<file path="src/rtl/clk_div_pkg.sv">
// Shared defaults and helpers for the multi-channel clock divider.
package clk_div_pkg;

  localparam int          CNT_W_DEF    = 8;
  localparam logic [15:0] DIV_INIT_DEF = {8'd9, 8'd1};

  // Channel-select width; a single-channel build still gets a 1-bit select.
  function automatic int ch_idx_w(input int n);
    return (n > 1) ? $clog2(n) : 1;
  endfunction

endpackage

</file>
<file path="src/rtl/clk_div_ch.sv">
// One divider channel: half-period counter, current/pending divisor,
// enable gating that only stops on a falling output edge, and the tick pulse.
module clk_div_ch
  import clk_div_pkg::*;
#(
  parameter int               CNT_W   = CNT_W_DEF,
  parameter logic [CNT_W-1:0] DIV_RST = '0
) (
  input  logic             clk,
  input  logic             rst_L,
  input  logic             en,
  input  logic             sync,
  input  logic             wr,
  input  logic [CNT_W-1:0] wr_div,
  output logic             pend,
  output logic             clk_out,
  output logic             tick
);

  logic [CNT_W-1:0] cnt;
  logic [CNT_W-1:0] div;
  logic [CNT_W-1:0] pdiv;

  // wr is only ever granted while pend is low, so a write and an apply of the
  // pending divisor never land on the same edge.
  always_ff @(posedge clk or negedge rst_L) begin
    if (!rst_L) begin
      cnt     <= '0;
      div     <= DIV_RST;
      pdiv    <= '0;
      pend    <= 1'b0;
      clk_out <= 1'b0;
      tick    <= 1'b0;
    end else begin
      tick <= 1'b0;
      if (wr) begin
        pdiv <= wr_div;
        pend <= 1'b1;
      end
      // A disabled channel that is already low is parked; this also covers a
      // disable that arrives during the low phase, which cannot produce a runt.
      if (sync || (!en && !clk_out)) begin
        cnt     <= '0;
        clk_out <= 1'b0;
        if (pend) begin
          div  <= pdiv;
          pend <= 1'b0;
        end
      end else if (cnt == div) begin
        cnt     <= '0;
        clk_out <= ~clk_out;
        if (!clk_out) begin
          tick <= 1'b1;
        end else if (pend) begin
          div  <= pdiv;
          pend <= 1'b0;
        end
      end else begin
        cnt <= cnt + CNT_W'(1);
      end
    end
  end

endmodule

</file>
<file path="src/rtl/clk_div_gen.sv">
// Multi-channel clock divider: config decode and ready mux around NUM_CH
// independent divider channels.
module clk_div_gen
  import clk_div_pkg::*;
#(
  parameter int                        NUM_CH   = 2,
  parameter int                        CNT_W    = CNT_W_DEF,
  parameter logic [NUM_CH*CNT_W-1:0]   DIV_INIT = (NUM_CH*CNT_W)'(DIV_INIT_DEF),
  localparam int                       CH_W     = ch_idx_w(NUM_CH)
) (
  input  logic              clk,
  input  logic              rst_L,
  input  logic              cfg_valid,
  output logic              cfg_ready,
  input  logic [CH_W-1:0]   cfg_ch,
  input  logic [CNT_W-1:0]  cfg_div,
  input  logic [NUM_CH-1:0] ch_en,
  input  logic              sync_req,
  output logic [NUM_CH-1:0] clk_out,
  output logic [NUM_CH-1:0] tick
);

  logic [NUM_CH-1:0] pend;
  logic [NUM_CH-1:0] wr;

  // Unmapped channel indices read as ready so a stray write drains harmlessly.
  always_comb begin
    cfg_ready = 1'b1;
    for (int i = 0; i < NUM_CH; i++) begin
      if (cfg_ch == CH_W'(i)) cfg_ready = ~pend[i];
    end
  end

  for (genvar g = 0; g < NUM_CH; g++) begin : g_ch
    assign wr[g] = cfg_valid & cfg_ready & (cfg_ch == CH_W'(g));

    clk_div_ch #(
      .CNT_W   (CNT_W),
      .DIV_RST (DIV_INIT[g*CNT_W +: CNT_W])
    ) u_ch (
      .clk     (clk),
      .rst_L   (rst_L),
      .en      (ch_en[g]),
      .sync    (sync_req),
      .wr      (wr[g]),
      .wr_div  (cfg_div),
      .pend    (pend[g]),
      .clk_out (clk_out[g]),
      .tick    (tick[g])
    );
  end

endmodule

</file>
<file path="config.mk">
export PLATFORM = sky130hd
export DESIGN_NAME = clk_div_gen
export DESIGN_NICKNAME = d
export VERILOG_FILES = /design/src/rtl/clk_div_pkg.sv /design/src/rtl/clk_div_ch.sv /design/src/rtl/clk_div_gen.sv
export SDC_FILE = /design/constraint.sdc
export NUM_CORES = 1
export LEC_CHECK = 0
export CORE_MARGIN = 10
export CORE_UTILIZATION = 40
export CTS_BUF_LIST = sky130_fd_sc_hd__clkbuf_16
export CTS_CLUSTER_SIZE = 16
export DETAILED_ROUTE_END_ITERATION = 12
export GPL_ROUTABILITY_DRIVEN = 0
export GPL_TIMING_DRIVEN = 0
export MAX_ROUTING_LAYER = met4
export SYNTH_ARGS = -nofsm -noshare
export SYNTH_HDL_FRONTEND = slang
export SYNTH_SLANG_ARGS = --single-unit
</file>
<file path="constraint.sdc">
create_clock -name clk -period 2.7 [get_ports clk]
set_input_delay 0.54 -clock clk [delete_from_list [all_inputs] [get_ports clk]]
set_output_delay 0.54 -clock clk [all_outputs]
set_load 0.01 [all_outputs]
</file>
## Word-level counts from Yosys, hierarchy flattened

Cells that the tools add are included.

- Add/subtract/negate cells: 2
- Multiply operators: 0
- Divide/modulo/power cells: 0
- $lt $le $gt $ge: 0
- Eq/ne operators: 2
- Shifts and indexed selects: 0
- Mux-type cells: 33
- Bitwise operators: 8
- Reduce and logical (&&, ||, !) cells: 14

Operators by type and width:

| cell | number |
|---|---|
| 2-to-1 mux 8 bit | 12 |
| 2-to-1 mux 1 bit | 21 |
| adder 8 x 1 -> 8 bit, second input constant | 2 |
| equality test 8 bit | 2 |
| nonzero test 2 bit | 4 |
| inverter 1 bit | 5 |
| logical NOT 1 bit | 4 |
| AND reduction 2 bit | 2 |
| bitwise AND 1 bit | 3 |
| logical AND 1 bit | 2 |
| logical OR 1 bit | 2 |

- Register bits: 54
- Bits in latches: 0
- RAM bits: 0
- Memory bits (read-only): 0
- Input port bits: 15
- Output and inout port bits: 5
- Word-level logic and storage cells: 71
- Memories kept: 0

## Logic depth before layout (Yosys ltp)

Gate-level depths: netlist (run 1).

- Depth after elaboration: 9
- Mapped depth: 5
- Depth with buffers taken out: 5

## Cells and area by module

From an unflattened synthesis (run 1), not the netlist that was laid out.

- Cell total of the unflattened synthesis: 183
- Area total of the unflattened synthesis: 2414.8 um2

Modules (own cells, without submodules):

| module | times used | cells an instance | area an instance (um2) | seq. area each (um2) |
|---|---|---|---|---|
| clk_div_ch at g_ch[1].u_ch | 1 | 90 | 1194.9 | 678.2 |
| clk_div_ch at g_ch[0].u_ch | 1 | 90 | 1193.6 | 676.9 |
| clk_div_gen | 1 | 3 | 26.3 | 0.0 |

## Least setup slack after synthesis (run 1)

Ideal clock, no wire load.

- Kind: reg2reg
- Start: register g_ch[1].u_ch.cnt[5]
- End: register g_ch[1].u_ch.div[1]
- Library setup time: 0.125 ns
- Arrival time: 1.641 ns
- Path slack: 0.934 ns
- Stages on the path, launching flop included: 6
- Path buffers: 0
- Clock period less this slack: 1.766 ns
- Cells stage by stage: dfrtp_1 -> xor2_1 -> nor4_1 -> nand2_1 -> a21oi_4 -> mux2_2

- Cells in the longest elaborated chain, start to end: 3

Ends and longest elaborated chain:

| what | RTL line | text |
|---|---|---|
| start, declared | clk_div_ch.sv:20 | `logic [CNT_W-1:0] cnt;` |
| start signal, assigned | clk_div_ch.sv:59 | `cnt <= cnt + CNT_W'(1);` |
| equality test 8 bit | clk_div_ch.sv:49 | `end else if (cnt == div) begin` |
| nonzero test 2 bit (no line) | n/a |  |
| AND reduction 2 bit (no line) | n/a |  |
| end signal, assigned | clk_div_ch.sv:46 | `div <= pdiv;` |
| end signal, assigned | clk_div_ch.sv:55 | `div <= pdiv;` |
| end, declared | clk_div_ch.sv:21 | `logic [CNT_W-1:0] div;` |

No other way between the ends.
A chain may end at the register's enable or synchronous reset.

## Worst setup path after layout (run 1)

- Start: input cfg_ch
- End: output cfg_ready

- Cells in the longest elaborated chain, start to end: 1

Ends and longest elaborated chain:

| what | RTL line | text |
|---|---|---|
| start, declared | clk_div_gen.sv:15 | `input logic [CH_W-1:0] cfg_ch,` |
| 2-to-1 mux 1 bit | clk_div_gen.sv:30 | `if (cfg_ch == CH_W'(i)) cfg_ready = ~pend[i];` |
| end, declared | clk_div_gen.sv:14 | `output logic cfg_ready,` |

No other way between the ends.

==> results of run 1 <==
[layer usage]
layer  vias to the layer above  part of all wire [%]
met4                         0                   1.5
met1                       688                    50
met3                         6                   4.5
li1                        669                     -
met5                         -                     0
met2                        27                    44
[final cells by class]
cell class / instances / area, sq um
fillers: 520 / 2815
flip-flops and latches: 54 / 1355
multi-input cells: 121 / 964.7
repair buffers: 20 / 205.2
clock buffers: 5 / 125.1
well taps: 72 / 90.09
plain buffers: 4 / 30.03
clock inverters: 3 / 11.26
inverters: 3 / 11.26
[registers in the layout, indices dropped and copies added (netlist names)]
register           cells
g_ch.u_ch.cnt         16
g_ch.u_ch.div         16
g_ch.u_ch.pdiv        16
g_ch.u_ch.clk_out      2
g_ch.u_ch.pend         2
g_ch.u_ch.tick         2
[per-stage QoR]
step	cell area (sq um)	power [mW]	setup TNS, ns	setup WS, ns	hold WS [ns]
finish	2793	2.082	0	0.3064	0.1987
global placement	2641	1.494	-19.63	-0.3875	0.4794
global route	2793	2.203	0	0.2340	0.2224
detailed placement	2656	1.516	0	0.2987	0.4935
floorplan	2361	1.387	0	0.9341	0.2444
CTS	2793	2.114	0	0.2947	0.2048
[critical path, stage by stage]
cell and delay (ns):
sky130_fd_sc_hd__clkdlybuf4s50_1 0.54, sky130_fd_sc_hd__mux2i_1 0.22, sky130_fd_sc_hd__clkdlybuf4s50_1 0.56
[power by group]
group | leakage, nW | switching, mW | internal, mW
logic | 0.501 | 0.141 | 0.227
registers | 0.677 | 0.118 | 1.01
clock network | 0.0776 | 0.257 | 0.334
[cells by family (layout without fill, tap and decap cells)]
| family | Yosys count | count (layout) | share of synthesized area (%) |
|---|---|---|---|
| AO/OA/AOI/OAI | 7 | 7 | 2.756 |
| adder cells (fa/ha/maj) | 2 | 2 | 1.060 |
| AND/OR/NAND/NOR | 49 | 49 | 10.23 |
| multiplexers | 33 | 33 | 15.69 |
| buffers and inverters | 7 | 35 | 1.749 |
| XOR/XNOR | 30 | 30 | 11.13 |
| flip-flops | 54 | 54 | 57.39 |
[worst paths after layout]
check	endpoint	cells after the start	from	slack, ns
worst max-delay path	cfg_ready	3	cfg_ch	0.31
worst min-delay path	g_ch[0].u_ch.pdiv[7]$_DFFE_PN0P_	1	rst_L	0.20
worst max register to register	g_ch[1].u_ch.div[4]$_DFFE_PN0P_	5	g_ch[1].u_ch.cnt[5]$_DFF_PN0_	0.66
worst min register to register	g_ch[1].u_ch.div[6]$_DFFE_PN0P_	1	g_ch[1].u_ch.pdiv[6]$_DFFE_PN0P_	0.50
max in group asynchronous	g_ch[0].u_ch.div[0]$_DFFE_PN1P_	2	rst_L	1.89
min in group clk	g_ch[1].u_ch.div[6]$_DFFE_PN0P_	1	g_ch[1].u_ch.pdiv[6]$_DFFE_PN0P_	0.50
[cell usage in the layout, fill, tap and decap left out]
master,instances
sky130_fd_sc_hd__dfrtp_1,51
sky130_fd_sc_hd__mux2_2,31
sky130_fd_sc_hd__xor2_1,24
sky130_fd_sc_hd__nor2_1,18
sky130_fd_sc_hd__clkdlybuf4s50_1,18
sky130_fd_sc_hd__nand2_1,7
sky130_fd_sc_hd__inv_1,6
sky130_fd_sc_hd__and3_1,6
sky130_fd_sc_hd__nand3_1,6
sky130_fd_sc_hd__xnor2_1,6
sky130_fd_sc_hd__clkbuf_16,5
sky130_fd_sc_hd__nor4_1,4
sky130_fd_sc_hd__buf_4,4
sky130_fd_sc_hd__or2_2,3
sky130_fd_sc_hd__dfstp_2,3
sky130_fd_sc_hd__o211ai_1,2
sky130_fd_sc_hd__nor3_1,2
sky130_fd_sc_hd__o21ai_0,2
sky130_fd_sc_hd__a21oi_4,2
sky130_fd_sc_hd__ha_1,2
sky130_fd_sc_hd__o21bai_1,1
sky130_fd_sc_hd__nor3b_2,1
sky130_fd_sc_hd__nand2b_1,1
sky130_fd_sc_hd__mux2i_1,1
sky130_fd_sc_hd__nand3b_1,1
sky130_fd_sc_hd__mux2_1,1
sky130_fd_sc_hd__buf_2,1
sky130_fd_sc_hd__buf_12,1
==> results.txt, run 1 <==
The violation count after the first detailed-routing iteration came out at 72. 0 antenna diodes ended up in the layout. Counting tap cells, the placed design contains a total of 274 instances.

The number of primary I/O pins is 20. The initial antenna violation count came out at 0. The number of hold buffers added after cts came out at 0. The maximum buffer depth of the clock tree came out at 2. The kind of start point of the critical path is an input port. The largest fanout on the critical path came out at 3. The via density per instance came out at a little under 5. Global routing consumed, on the met1 layer, 11.69% of the routing resources. The tree is rooted in a sky130_fd_sc_hd__clkbuf_16. By instance count, the leading cell after synthesis is sky130_fd_sc_hd__dfrtp_1. The iteration count of the initial detailed-routing pass is 4. The mapped cell area came out at approximately 2400 sq um. The count of port buffers added during placement is 19. In this run the static leakage power is 1.256 nW. The async set-or-reset flop fraction in the synthesized netlist is 100.0%. Yosys printed 0 warnings. The transition at the pin with the smallest max-transition slack is 0.6729 ns.

STA classifies the critical path endpoint as an output pin. The global-route wire length before repair came out at 6982 um. The post-cts repair resize count came out at 0.

The worst-case IR drop observed on VDD is roughly 0.29 mV. The count of flip-flops with a built-in enable after synthesis came out at 0. The worst hold path belongs to the class in2async. The clock insertion delay at the later pin of the skew report is slightly below 0.3 ns. The mean routed wirelength per cell is ~15 um. The final hold violation count was 0.

The critical path is of the in2out type. The total track usage is 9.222%. The die outline height is 96.83 um. The utilization after layout is between 40 and 50%. The dominant cell type by area after synthesis is sky130_fd_sc_hd__dfrtp_1. The clock drives 54 sinks. After clock tree synthesis, the clock-pin slew on the worst setup and hold paths is 0.07 ns. The clock arrives with between 0.006 and 0.007 ns of skew. The final non-filler cell total came out at 282. Dividing the final minimum period by the clock period gives 88.65%. By area the synthesized netlist is led by sky130_fd_sc_hd__dfrtp_1 54%, sky130_fd_sc_hd__mux2_2 15%, sky130_fd_sc_hd__xor2_1 8.9%, sky130_fd_sc_hd__dfstp_2 3.3%, sky130_fd_sc_hd__nor2_1 2.9%. The residual antenna-violating net count after detailed routing is 0. The number of different library cells in the post-synthesis netlist is 24. In the synthesized netlist the dominant register cell turns out to be sky130_fd_sc_hd__dfrtp_1.

The power per unit of standard cell area is 745.6 nW/um^2. The number of levels the H-tree was split into is 2. The core area came out at 5608 sq um. Setup violations remaining at the end of the flow were counted as 0. The top cell type's share of synthesized area is 54.05%. The remaining routing DRC violations came out at 0. Relative to the synthesized area, the layout overhead comes to 18.28%. The count of buffers added by post-CTS timing repair for setup is 0.

Entering global routing, the biggest net connects 38 pins. After detailed routing, the total wire length is 4125 um. The number of flip-flops and latches in the synthesized netlist is 54.

The cell count after synthesis came out at 182. In this run the most used layer during global routing was met2. The global routing met3 resource utilization is approximately 3.7%. The post-route netlist has 24.29% of its cells at a drive strength greater than 1. The floorplan step defined a die boundary enclosing 9375 sq um.

At the worst endpoint, the required time is 2.16 ns. The synthesized net count is 199. The sequential cell area fraction in the yosys report is a little under three fifths. The number of pins exceeding their max-slew limit in the final report is 0. The global-route congestion overflow total is 0.

Data on the critical path arrives at its endpoint at ~1.9 ns. The post-route minimum period is around 2.4 ns. Setup repair after global routing left no endpoint under its margin. The initial core utilization is roughly 42%. The flow ran to the end, and the final reports show no timing, DRC or antenna violations. Dividing the synthesized area by the synthesized cell count gives between 10 and 15 sq um. TritonCTS built the clock tree. The via count of the first global-routing pass came out at ~1,400. The number of clock buffers added by TritonCTS is 5. In this run the core area contains 27 standard-cell rows. The post-detailed-placement half-perimeter wirelength came out at between 3000 and 4000 um.

The commonest cells after synthesis are 51 x sky130_fd_sc_hd__dfrtp_1, 31 x sky130_fd_sc_hd__mux2_2, 24 x sky130_fd_sc_hd__xor2_1. Max-cap violations in this run came to 0. The worst slew margin relative to its limit is a little over half.

The number of nets in the layout came out at between 200 and 250. The peak clock frequency supported by timing came out at 417.8 MHz. The routed layout has 1,390 vias.

The met2 global-route usage came out at 12.88%. In this run the horizontal extent of the chip is 96.83 um.
Note: power is estimated with default switching activity, not from simulation.
==> run 2: changes to the inputs <==
CORE_UTILIZATION = 35   (was 40)
clock period = 2.9 ns   (was 2.7 ns; I/O delays follow)
==> run 2 against run 1 <==
  * Register-to-register slack improved by 0.19 ns
  * Cell area increased by 0.27%
  * Clock power decreased by 4.4%
  * Global-route usage decreased by 0.41 points
  * Core utilization decreased by 6.4 points
  * Sequential cell count unchanged
  * Final cell count increased by 1.8%
  * First-iteration DRC count decreased by 36%
  * Die area increased by 11%
==> results.txt, run 2 (synthesis gave the netlist of run 1 again) <==
The pin count of the biggest net entering global routing came out at 36. Counting stages on the worst path, the most repeated cell is sky130_fd_sc_hd__clkdlybuf4s50_1. The detailed router finished its first iteration with 46 violations.

The post-cts repair resize count is 0. The tree is rooted in a sky130_fd_sc_hd__clkbuf_16. Before CTS, the worst setup slack after placement is 0.4455 ns. The number of nets in the layout is ~230. Global routing used under 10% of the available tracks. The largest fanout on the critical path came out at 3. The count of standard-cell rows came out at 29.

The finished cells cover 2800 sq um. The number of hold buffers added after CTS was 0. The overall die width is 102.1 um. The clock edge transition at the registers on the reported setup and hold paths came out at about 0.070 ns.

The worst hold slack after final layout came out at around 0.24 ns. The reported max-cap violation count is 0. The core area came out at ~6500 sq um.

The CTS buffer count is 5. At the later pin of the worst-skew pair, clock insertion delay measures 0.29 ns. The maximum buffer depth of the clock tree is 2. The iteration count of the initial detailed-routing pass is 4. The total cell area at the placement stage is between 2000 and 3000 sq um. The library cell used most frequently in the layout, excluding fill and tap cells, is sky130_fd_sc_hd__dfrtp_1. In the routed design, unresolved DRC markers number 0. In this run the count of I/O pins placed on the die edge is 20.

Walking the worst path, the cells encountered are clkdlybuf4s50_1 -> mux2i_1 -> clkdlybuf4s50_1. The transition at the pin with the smallest max-transition slack is 0.7009 ns. The largest incremental delay on the critical path came out at ~0.56 ns.

The largest individual stage delay along the critical path comes from the cell sky130_fd_sc_hd__clkdlybuf4s50_1. The library cells used most frequently in the layout, excluding fill and tap cells, are 51 x sky130_fd_sc_hd__dfrtp_1, 31 x sky130_fd_sc_hd__mux2_2, 24 x sky130_fd_sc_hd__xor2_1, 18 x sky130_fd_sc_hd__nor2_1, 18 x sky130_fd_sc_hd__clkdlybuf4s50_1. The final critical path takes up 84.74% of the cycle. The proportion of layout cells with a drive suffix above 1 is roughly a quarter. The static leakage is about 1.3 nW. The area overhead of the layout relative to synthesis came out at 18.60%.

In the final layout, the registers with the most flip-flops are g_ch.u_ch.cnt: 16 flops, g_ch.u_ch.div: 16 flops, g_ch.u_ch.pdiv: 16 flops. STA puts the critical path data required time at 2.32 ns. The global-route wire length before repair is 6948 um. The kind of start point of the critical path is an input port. The residual antenna-violating net count after detailed routing is 0.

The number of pins exceeding their max-slew limit in the final report came to 0. Setup repair after global routing left no endpoint under its margin. The setup slack of the critical path after layout came out at 0.4427 ns.

Summing over every cut layer, the via total after detailed routing is 1,380. The power per unit of standard cell area is around 700 nW/um^2. During placement, the flow inserted port buffers numbering 19. In this run the number of H-tree levels came out at 2. Buffers added to address setup during post-CTS repair amount to 0. In this run the worst hold path is classified as in2async. The die outline height is 102.1 um. The initial core utilization is 36.56%. The full die area is 10,430 sq um.

The via density per instance came out at about 4.8. The worst slew margin relative to its limit came out at about 53%. The via count of the first global-routing pass is 1,439. The flow ran to the end, and the final reports show no timing, DRC or antenna violations. The clock tree from TritonCTS is yes. The cell count of the worst reg-to-reg path came out at 5.

The post-route minimum period came out at roughly 2.5 ns. The sort of element at the end of the critical path is an output pin. The number of inserted diodes came out at 0.

The final hold violation count is 0. The clock net in this run drives a total of 54 sinks. The mean routed wirelength per cell is 13.89 um. Setup violations remaining at the end of the flow were counted as 0. Summed over all layers, the routed wires come to 3985 um. The critical path in this run is classified as in2out. The peak clock frequency supported by timing is 406.9 MHz. IR analysis of the VDD net gives a maximum drop of 0.2797 mV.

The clock tree skew after final layout came out at approximately 0.0083 ns. The initial antenna violation count came out at 0. The global-route congestion overflow total is 0. Detailed placement ended at an HPWL of 2943 um. Data arrives at the worst endpoint at roughly 1.9 ns.
[run 2: final cells by class]
| cell class | count | area, sq um |
|---|---|---|
| Inverter | 3 | 11.26 |
| Fill cell | 585 | 3659 |
| Timing Repair Buffer | 20 | 205.2 |
| Multi-Input combinational cell | 121 | 964.7 |
| Tap cell | 77 | 96.34 |
| Buffer | 4 | 30.03 |
| Clock inverter | 3 | 12.51 |
| Clock buffer | 5 | 125.1 |
| Sequential cell | 54 | 1355 |
[run 2: worst paths after layout]
check	start	end	slack (ns)
min	rst_L	g_ch[1].u_ch.cnt[2]$_DFF_PN0_	0.24
max in group asynchronous	rst_L	g_ch[1].u_ch.div[3]$_DFFE_PN1P_	2.04
max reg2reg	g_ch[1].u_ch.cnt[5]$_DFF_PN0_	g_ch[1].u_ch.div[5]$_DFFE_PN0P_	0.85
max	cfg_ch	cfg_ready	0.44
min reg2reg	g_ch[1].u_ch.pdiv[6]$_DFFE_PN0P_	g_ch[1].u_ch.div[6]$_DFFE_PN0P_	0.49
min in group clk	g_ch[1].u_ch.pdiv[6]$_DFFE_PN0P_	g_ch[1].u_ch.div[6]$_DFFE_PN0P_	0.49
[run 2: critical path, delay by kind of cell]
| kind | cells | cell delay [ns] |
|---|---|---|
| buffers and inverters | 2 | 1.10 |
| multiplexers | 1 | 0.20 |
[run 2: where the power goes]
| part | switching [mW] | total (mW) | internal, mW |
|---|---|---|---|
| logic | 0.125 | 0.336 | 0.211 |
| registers | 0.111 | 1.05 | 0.936 |
| clock network | 0.251 | 0.564 | 0.313 |
[run 2: metal layers]
| layer | vias up | track usage [%] | wire length [um] |
|---|---|---|---|
| li1 | 672 | - | - |
| met1 | 679 | 11.81 | 2061 |
| met2 | 24 | 11.80 | 1636 |
| met3 | 5 | 2.834 | 209 |
| met4 | 0 | 3.905 | 77 |
| met5 | - | - | 0 |
[run 2: through the flow]
| step | std cells | total power, mW | util [%] | setup TNS, ns |
|---|---|---|---|---|
| 5_1_grt | 287 | 2.067 | 43.36 | 0 |
| 3_3_place_gp | 278 | 1.393 | 40.99 | -21.45 |
| 3_5_place_dp | 279 | 1.405 | 41.22 | 0 |
| 4_1_cts | 287 | 1.978 | 43.36 | 0 |
| 6_report | 287 | 1.947 | 43.36 | 0 |
| 2_1_floorplan | 182 | 1.291 | - | 0 |
==> run 3: changes to the inputs <==
clock period = 2.58 ns   (was 2.9 ns; I/O delays follow)
==> results of run 3 <==
Same layout as run 2 (identical final DEF). Status: completed.
Among the figures that moved: setup slack after placement 0.4455 ns -> 0.2535 ns; setup slack after layout 0.4427 ns -> 0.2507 ns; hold slack 0.2423 ns -> 0.1783 ns; register-to-register setup slack 0.85 ns -> 0.53 ns; total power 1.947 mW -> 2.188 mW; worst IR drop on VDD 0.2797 mV -> 0.3144 mV
